==> config.mk <==
export PLATFORM = sky130hd
export DESIGN_NAME = line_clear_engine
export DESIGN_NICKNAME = d
export VERILOG_FILES = /design/src/rtl/line_clear_engine.sv
export SDC_FILE = /design/constraint.sdc
export NUM_CORES = 1
export LEC_CHECK = 0
export CAP_MARGIN = 20
export CORE_MARGIN = 2
export CORE_UTILIZATION = 30
export CTS_BUF_LIST = sky130_fd_sc_hd__clkbuf_8
export CTS_CLUSTER_DIAMETER = 30
export DETAILED_ROUTE_END_ITERATION = 10
export DONT_BUFFER_PORTS = 1
export HOLD_SLACK_MARGIN = 0.15
export PLACE_DENSITY = 0.43
export SYNTH_ARGS = -nofsm -noshare
export SYNTH_HDL_FRONTEND = slang
export SYNTH_SLANG_ARGS = --single-unit
==> constraint.sdc <==
create_clock -name clock -period 4.47 [get_ports clock]
set_clock_uncertainty 0.2 [all_clocks]
set_input_delay 0.447 -clock clock [delete_from_list [all_inputs] [get_ports clock]]
set_output_delay 0.447 -clock clock [all_outputs]
set_load 0.01 [all_outputs]
==> src/rtl/line_clear_engine.sv <==
// Line-clear engine: scans a locked playfield bottom-up, removes full rows by
// shifting the rows above down one at a time, and accumulates a saturating score.
module line_clear_engine #(
  parameter int unsigned COLS      = 10,
  parameter int unsigned ROWS      = 10,
  parameter int unsigned SCORE_W   = 32,
  parameter int unsigned PTS_SCALE = 1
) (
  input  logic                       clock,
  input  logic                       resetn,
  input  logic                       start,
  input  logic [0:ROWS*COLS-1]       field_in,
  input  logic                       clear_score,
  output logic                       busy,
  output logic                       done,
  output logic [0:ROWS*COLS-1]       field_out,
  output logic [$clog2(ROWS+1)-1:0]  lines_cleared,
  output logic [SCORE_W-1:0]         score
);

  localparam int unsigned Cells  = ROWS * COLS;
  localparam int unsigned CntW   = $clog2(ROWS + 1);
  localparam int unsigned PtrW   = $clog2(ROWS);
  localparam int unsigned MaxInc = PTS_SCALE * ROWS * ROWS;
  localparam int unsigned IncW   = $clog2(MaxInc + 1);
  // One spare bit above the wider of score and increment so the sum never wraps.
  localparam int unsigned SumW   = ((SCORE_W > IncW) ? SCORE_W : IncW) + 1;

  typedef enum logic [1:0] {StIdle, StScan, StShift, StDone} state_e;

  state_e             state_q, state_d;
  logic [0:Cells-1]   work_q, work_d;
  logic [PtrW-1:0]    ptr_q, ptr_d;
  logic [CntW-1:0]    cnt_q, cnt_d;
  logic [0:Cells-1]   fout_q, fout_d;
  logic [CntW-1:0]    lines_q, lines_d;
  logic [SCORE_W-1:0] score_q, score_d;

  logic               row_full;
  logic [0:Cells-1]   row_sel;
  logic [0:Cells-1]   keep_mask;
  logic [SumW-1:0]    inc;
  logic [SumW-1:0]    sum;
  logic [SumW-1:0]    score_max;

  // Row under the pointer, and the mask of rows below it that a shift leaves alone.
  always_comb begin
    row_sel   = work_q << (32'(ptr_q) * COLS);
    row_full  = &row_sel[0:COLS-1];
    keep_mask = {Cells{1'b1}} >> ((32'(ptr_q) + 32'd1) * COLS);
  end

  // Saturating score increment of PTS_SCALE * count^2.
  always_comb begin
    score_max = SumW'({SCORE_W{1'b1}});
    inc       = SumW'(PTS_SCALE) * SumW'(cnt_q) * SumW'(cnt_q);
    sum       = SumW'(score_q) + inc;
  end

  // Next-state logic for the FSM and datapath registers.
  always_comb begin
    state_d = state_q;
    work_d  = work_q;
    ptr_d   = ptr_q;
    cnt_d   = cnt_q;
    fout_d  = fout_q;
    lines_d = lines_q;
    score_d = score_q;
    unique case (state_q)
      StIdle: begin
        if (start) begin
          work_d  = field_in;
          ptr_d   = PtrW'(ROWS - 1);
          cnt_d   = '0;
          state_d = StScan;
        end
      end
      StScan: begin
        if (row_full) begin
          state_d = StShift;
        end else if (ptr_q == '0) begin
          fout_d  = work_q;
          lines_d = cnt_q;
          score_d = (sum > score_max) ? {SCORE_W{1'b1}} : sum[SCORE_W-1:0];
          state_d = StDone;
        end else begin
          ptr_d = ptr_q - PtrW'(1);
        end
      end
      StShift: begin
        // Rows 0..ptr move down one row; row 0 fills with zeros.
        work_d  = (work_q & keep_mask) | ((work_q >> COLS) & ~keep_mask);
        cnt_d   = cnt_q + CntW'(1);
        state_d = StScan;
      end
      StDone: begin
        state_d = StIdle;
      end
      default: state_d = StIdle;
    endcase
    // Clearing wins over a coincident accumulation.
    if (clear_score) score_d = '0;
  end

  // State registers with asynchronous active-low reset.
  always_ff @(posedge clock or negedge resetn) begin
    if (!resetn) begin
      state_q <= StIdle;
      work_q  <= '0;
      ptr_q   <= '0;
      cnt_q   <= '0;
      fout_q  <= '0;
      lines_q <= '0;
      score_q <= '0;
    end else begin
      state_q <= state_d;
      work_q  <= work_d;
      ptr_q   <= ptr_d;
      cnt_q   <= cnt_d;
      fout_q  <= fout_d;
      lines_q <= lines_d;
      score_q <= score_d;
    end
  end

  assign busy          = (state_q != StIdle);
  assign done          = (state_q == StDone);
  assign field_out     = fout_q;
  assign lines_cleared = lines_q;
  assign score         = score_q;

endmodule

Yosys cells after proc, flatten, opt, wreduce, memory -nomap -nowiden:

Index checks and enable logic that the tools add are counted.

* add/subtract/negate cells: 4
* multipliers: 3
* magnitude comparators: 1
* equal/unequal tests: 8
* shift operators: 2
* multiplexer cells: 17
* bitwise logic cells: 5
* reductions and logical operators: 13

Operator list (number)
* one-hot mux 100 bit (2 select lines): 1
* two-way mux 32 bit: 5
* AND 100 bit: 1
* AND 90 x 100 -> 100 bit: 1
* two-way mux 100 bit: 1
* inverter 100 bit: 1
* bitwise OR 100 bit: 1
* left shift 100 x 8 -> 100 bit: 1
* >> shifter 100 x 9 -> 100 bit, first input constant: 1
* adder 32 x 8 -> 33 bit: 1
* greater-than comparator 33 x 32 -> 1 bit, second input constant: 1
* two-way mux 4 bit: 4
* one-hot mux 4 bit (2 select lines): 2
* AND reduction 10 bit: 1
* nonzero test 2 bit: 5
* multiplier 4 x 4 -> 8 bit: 1
* multiplier 5 x 3 -> 8 bit, second input constant: 1
* inequality test 2 bit, second input constant: 4
* one-hot mux 2 bit (4 select lines): 1
* multiplier 4 x 3 -> 7 bit, second input constant: 1
* two-way mux 2 bit: 3
* AND reduction 3 bit: 2
* adder 4 x 1 -> 5 bit, second input constant: 1
* adder 4 x 1 -> 4 bit, second input constant: 1
* other kinds (9): 11

* register bits after elaboration: 246
* input bits: 104
* output and inout bits: 138
* word-level logic and storage cells: 60

Longest topological paths before layout:

Gate-level depths: netlist of run 1.

* depth in word-level cells: 8
* depth in mapped cells: 19

Worst setup path before layout of run 1:

No wires, ideal clock.

* path type: register to register
* from: register ptr_q[0]
* to: register fout_q (netlist bit field_out[10])
* setup time: 0.125 ns
* arrival time: 3.737 ns
* required time: 4.145 ns
* slack: 0.409 ns
* stages on the path, launching flop included: 16
* period minus slack after synthesis: 4.061 ns
* path through: dfrtp_1 inv_2 buf_1 buf_2 ha_1 buf_2 inv_2 mux4_2 a2111oi_0 a31o_2 o22a_2 a211o_1 buf_6 buf_6 buf_4 mux2_2

* word-level cells in the longest chain between the ends: 5
* elaborated cells on any way between the ends: 6
* classes of those cells: mul: 1; shift: 1; bitwise: 1; reduce/logical: 3

Ends and longest elaborated chain
* start, declared: line 33 `logic [PtrW-1:0] ptr_q, ptr_d;`
* start signal, assigned: line 118 `ptr_q <= ptr_d;`
* multiplier 4 x 3 -> 7 bit: line 48 `row_sel = work_q << (32'(ptr_q) * COLS);`
* left shift 100 x 8 -> 100 bit: line 48
* AND reduction 10 bit: line 49 `row_full = &row_sel[0:COLS-1];`
* inverter 1 bit (no source line)
* AND reduction 3 bit (no source line) *
* end signal, assigned: line 120 `fout_q <= fout_d;`
* end, declared: line 35 `logic [0:Cells-1] fout_q, fout_d;`

Every way passes the cells marked *; elsewhere a longest branch is shown, timed or not.
A chain may end at the register's enable or synchronous reset.

==> qor.csv, run 1 <==
metric;value;unit
multi_input_area;0.00737;mm^2
rsz0062_at_grt;no;
ff_latch_area;0.00616;mm^2
min_period;4.20;ns
fin_setup_tns;0;ns
powerDensity;845;mW/mm^2
ys_ff_latch;246;
dp_slack;-0.00820;ns
internal_power;0.00856;W
clock_sinks;246;
cp-startpoint;ptr_q[0];
r2r_start;ptr_q[0];
h-tree-depth;3;
drc_errors;0;
status;finished with violations;
synth.net_count;1617;
synthAdderAreaFrac;0.0299;
vias;12700;
clkPwrFrac;0.270;
firstDrtPassIters;6;
wl_per_cell;23.5;um
layout_common_cells;245 x nand2_1, 244 x dfrtp_1, 109 x nor2_1, 104 x mux2_2, 102 x dlygate4sd3_1;
place_congestion;0.892;
final_core_util;0.387;
grt_pass1_vias;12900;
clockBufferDepth;3;
tightest_slew;1.06;ns
synth_area;0.0140;mm^2
gr-total-overflow;0;
critPathMostFrequentCell;ha_1;
cp_num_buf_inv;4;
crit_path_max_fanout;24;
drtIter0Drc;1033;
fin_nets;1771;
synth_compound_area_frac;0.188;
layout_commonest_cell;nand2_1;
drv_slew;0;
max_slew_margin;0.293;
crit_family;adder cells;
io_pins;242;
pwr-share-seq;0.314;
clkTransAtPathRegs;0.05;ns
yosysUniqueCellTypes;70;
wirelength;54200;um
routed_via_density;5.50;
insertion_delay;0.65;ns
hold_buffers;103;
path_class;register to register;
critPathCaptureType;register;
dp.final_hpwl;38100;um
synth_edf_count;0;
worstPathArrival;4.51;ns
ir_drop;0.353;mV
async_flop_share;1.00;
root_buffer;clkbuf_8;
drive_gt1_frac;0.206;
violations;hold timing;
die_area;0.0484;mm^2
num-fill-cells;4725;
hold_viol_final;246;
worstPathRequired;4.78;ns
timing.hold.ws;-0.701;ns
grt_pass1_wl;83000;um
synth_top_family_by_area;compound AO/OA/AOI/OAI gates;
finalSetupViolCount;0;
p_sw;0.00657;W
crit_chain;inv_2 > buf_4 > ha_1 > ha_1 > ha_1 > fa_1 > xor2_1 > buf_4 > nand2b_1 > nor2_1 > o21ai_0 > inv_1 > a21oi_1 > nor2_1 > a31oi_1;
synthMuxAreaShare;0.128;
max-cap-violations;0;
setup_ws;0.273;ns
power.share.switching;0.434;
avgSynthCellArea;9.45;um^2
die_width;220;um
grt_use_total;0.227;
antenna_found_initial;3;
total_power;0.0151;W
cp.depth;15;
fmax;0.238;GHz
synth-xor-area-share;0.00688;
cts_buffers;75;
area_growth;27.9;%
p_leak;7.76;nW
row_count;79;
cts_tree;yes;
core;0.0463;mm^2
die_h;220;um
portBuffers;0;
slowest_delay;0.42;ns
critPathSlowestCell;dfrtp_2;
power_frac_comb;0.416;
grt_max_degree;247;
start_kind;register;
r2r_slack;0.27;ns
ys_seq_area_frac;0.440;
synthSimpleGateAreaFrac;0.170;
yosys_warnings;0;
rr_worst_depth;15;
netlist_instances;1482;
initial_core_util;0.303;
synthFlopType;dfrtp_1;
fin_crit_sh;0.939;
min_path_type;primary input to async pin;
antenna_left;0;
-- stage by stage --
stage               instance area [um^2]  instances
CTS                                17900       2300
floorplan                          14000       1482
finish                             17900       2305
global route                       17900       2305
global placement                   14900       2061
detailed placement                 14900       2061
-- cell usage after synthesis (all sizes together), types with 11 or more instances --
cell	count	area, um^2
nand2b	12	75.1
a211oi	15	113
mux4	24	541
a41oi	11	96.3
o22ai	15	93.8
a31oi	28	175
o21ai	93	465
a22oi	54	405
dfrtp	246	6160
nor2	109	409
nand2	245	920
nand3	80	400
nor3	23	115
a311oi	12	105
inv	28	105
ha	27	338
clkbuf	46	173
o211ai	13	97.6
mux2	104	1170
buf	44	249
a21oi	97	485
-- power by group through the flow --
| stage | combinational (W) | sequential (W) | clock [W] |
|---|---|---|---|
| finish | 0.00630 | 0.00475 | 0.00408 |
| CTS | 0.00625 | 0.00477 | 0.00418 |
| global route | 0.00693 | 0.00489 | 0.00431 |
| floorplan | 0.00431 | 0.00403 | 0 |
| detailed placement | 0.00611 | 0.00479 | 0 |
| global placement | 0.00609 | 0.00479 | 0 |
-- final cells by class --
type | count | area share
multi-input cells | 1118 | 0.412
clock inverters | 49 | 0.0380
flip-flops and latches | 246 | 0.344
inverters | 28 | 0.00587
well taps | 607 | 0.0424
diodes | 3 | 0.000419
repair buffers | 167 | 0.0906
clock buffers | 87 | 0.0669
-- timing repair --
item                       in CTS  in global routing
setup endpoints to repair      33                105
buffers inserted                0                  2
hold endpoints to repair      380                246
pin swaps                       0                  2
resized for setup               1                  2
-- worst min path at each step --
| stage | slack, ns | to | startpoint | depth (start not counted) |
|---|---|---|---|---|
| global placement | -0.04 | field_out[76] | resetn | 0 |
| CTS | -0.76 | field_out[76] | resetn | 0 |
| finish | -0.70 | field_out[76] | resetn | 0 |
| detailed placement | -0.04 | field_out[76] | resetn | 0 |
| floorplan | -0.05 | async pin | resetn | 0 |
| global route | -0.74 | field_out[76] | resetn | 0 |
-- layer usage --
layer,GRT usage,part of all wire,vias to the layer above
met1,0.305,0.45,6334
met5,0,0,-
li1,-,-,5806
met2,0.354,0.46,432
met3,0.0562,0.066,97
met4,0.0839,0.027,0
-- kinds of logic (layout without fill, tap and decap cells) --
kind of cell             after synthesis  count (layout)
other                                  0               3
AO/OA/AOI/OAI                        404             404
adder cells (fa/ha/maj)               31              31
flip-flops                           246             246
AND/OR/NAND/NOR                      536             536
XOR/XNOR                              11              11
multiplexers                         136             136
buffers and inverters                118             331
(Power assumes the default switching activity.)
==> run 2, diff against run 1 <==
CELL_PAD_IN_SITES_DETAIL_PLACEMENT = 1   (was unset)
CELL_PAD_IN_SITES_GLOBAL_PLACEMENT = 2   (was unset)
PLACE_DENSITY = 0.62   (was 0.43)
==> run 2 against run 1 <==
Total power down 0.35%. Core utilization up 0.065 points. First-iteration DRC count down 22%. Clock power down 4%. Critical path type unchanged. Final area up 0.17%. The flow still finishes with violations (hold timing). Sequential share of layout area down 0.058 points.
==> qor.csv, run 2 (synthesis results as in run 1) <==
metric;value;unit
antenna_found_initial;3;
fin_setup_tns;0;ns
gr-total-overflow;0;
drc_errors;0;
wirelength;57300;um
hold_viol_final;246;
status;finished with violations;
tightest_slew;1.27;ns
p_leak;7.82;nW
fin_crit_sh;0.945;
violations;hold timing;
final_area;0.0179;mm^2
place_congestion;0.842;
max_slew_margin;0.151;
die_area;0.0484;mm^2
min_path_type;primary input to async pin;
grt_pass1_wl;86700;um
critPathCaptureType;register;
initial_core_util;0.303;
clock_sinks;246;
placedCellCount;2072;
fmax;0.237;GHz
start_kind;register;
die_h;220;um
final_core_util;0.388;
row_count;79;
clockBufferDepth;3;
r2r_slack;0.25;ns
finalSetupViolCount;0;
rr_worst_depth;13;
cts_buffers;77;
die_width;220;um
r2r_end;score[6];
cts_setup_buffers;0;
antenna_left;0;
postPlaceCellArea;0.0150;mm^2
crit_path_max_fanout;14;
grt_max_degree;247;
drive_gt1_frac;0.207;
vias;12800;
ir_drop;0.347;mV
powerDensity;841;mW/mm^2
h-tree-depth;3;
worstPathRequired;4.80;ns
drtIter0Drc;805;
cp-startpoint;ptr_q[1];
max-cap-violations;0;
area_growth;28.1;%
drv_slew;0;
dp.final_hpwl;40400;um
path_class;register to register;
worstPathArrival;4.55;ns
r2r_start;ptr_q[1];
clkTransAtPathRegs;0.05;ns
root_buffer;clkbuf_8;
min_period;4.22;ns
rsz0062_at_grt;no;
timing.hold.ws;-0.707;ns
layout_common_cells;245 x nand2_1, 244 x dfrtp_1, 109 x nor2_1, 104 x mux2_2, 102 x dlygate4sd3_1;
grt_use_total;0.238;
cts_tree;yes;
wl_per_cell;24.7;um
insertion_delay;0.65;ns
io_pins;242;
firstDrtPassIters;5;
grt_pass1_vias;13900;
core;0.0463;mm^2
fin_cells;2319;
layout_commonest_cell;nand2_1;
routed_via_density;5.51;
fin_nets;1782;
hold_buffers;103;
portBuffers;0;
run 2: how the worst max path moves through the flow:
stage	end	slack [ns]	cells past startpoint
finish	score[6]	0.25	13
detailed placement	field_out[38]	0.28	13
floorplan	field_out[10]	0.41	15
CTS	score[6]	0.25	14
global placement	score[13]	0.34	15
global route	score[6]	0.01	14
run 2: final cells by class:
type | instances | area [um^2]
fillers | 5220 | 28300
multi-input cells | 1118 | 7360
flip-flops and latches | 246 | 6160
repair buffers | 176 | 1690
clock buffers | 97 | 1340
well taps | 607 | 759
clock inverters | 44 | 512
inverters | 28 | 105
diodes | 3 | 7.51
run 2: per-layer routing:
metal / global-route usage / up-vias / share of wire
li1: - / 5810 / -
met1: 0.315 / 6518 / 0.45
met2: 0.383 / 371 / 0.47
met3: 0.0538 / 75 / 0.057
met4: 0.0843 / 0 / 0.021
met5: 0 / - / 0
run 2: where the power goes:
| group | switching (W) | total, W | internal [W] |
|---|---|---|---|
| sequential | 0.00168 | 0.00479 | 0.00311 |
| combinational | 0.00370 | 0.00636 | 0.00266 |
| clock | 0.00129 | 0.00392 | 0.00263 |
| total | 0.00667 | 0.0151 | 0.00840 |
run 2: metrics by stage:
stage | total power [W] | setup WS [ns] | hold slack, ns
after floorplan | 0.00834 | 0.409 | -0.0486
after global placement | 0.0109 | 0.336 | -0.0409
after detailed placement | 0.0111 | 0.278 | -0.0409
after CTS | 0.0152 | 0.249 | -0.770
after global routing | 0.0160 | 0.0111 | -0.743
final | 0.0151 | 0.247 | -0.707
run 2: timing repair:
item                                    4_1_cts  5_1_grt
endpoints found under the hold margin       380      246
endpoints found under the setup margin        0       43
resized for setup                             0        3
run 2: critical path, cell delays in order, from the launching register on:
cell and delay, ns:
dfrtp_2 0.45, ha_1 0.33, ha_1 0.24, fa_1 0.43, xnor2_1 0.18, buf_4 0.16, a41oi_1 0.22, nor4_1 0.10
buf_4 0.14, o22a_2 0.28, a211oi_4 0.71, buf_4 0.32, nor2_1 0.06, a311oi_1 0.27
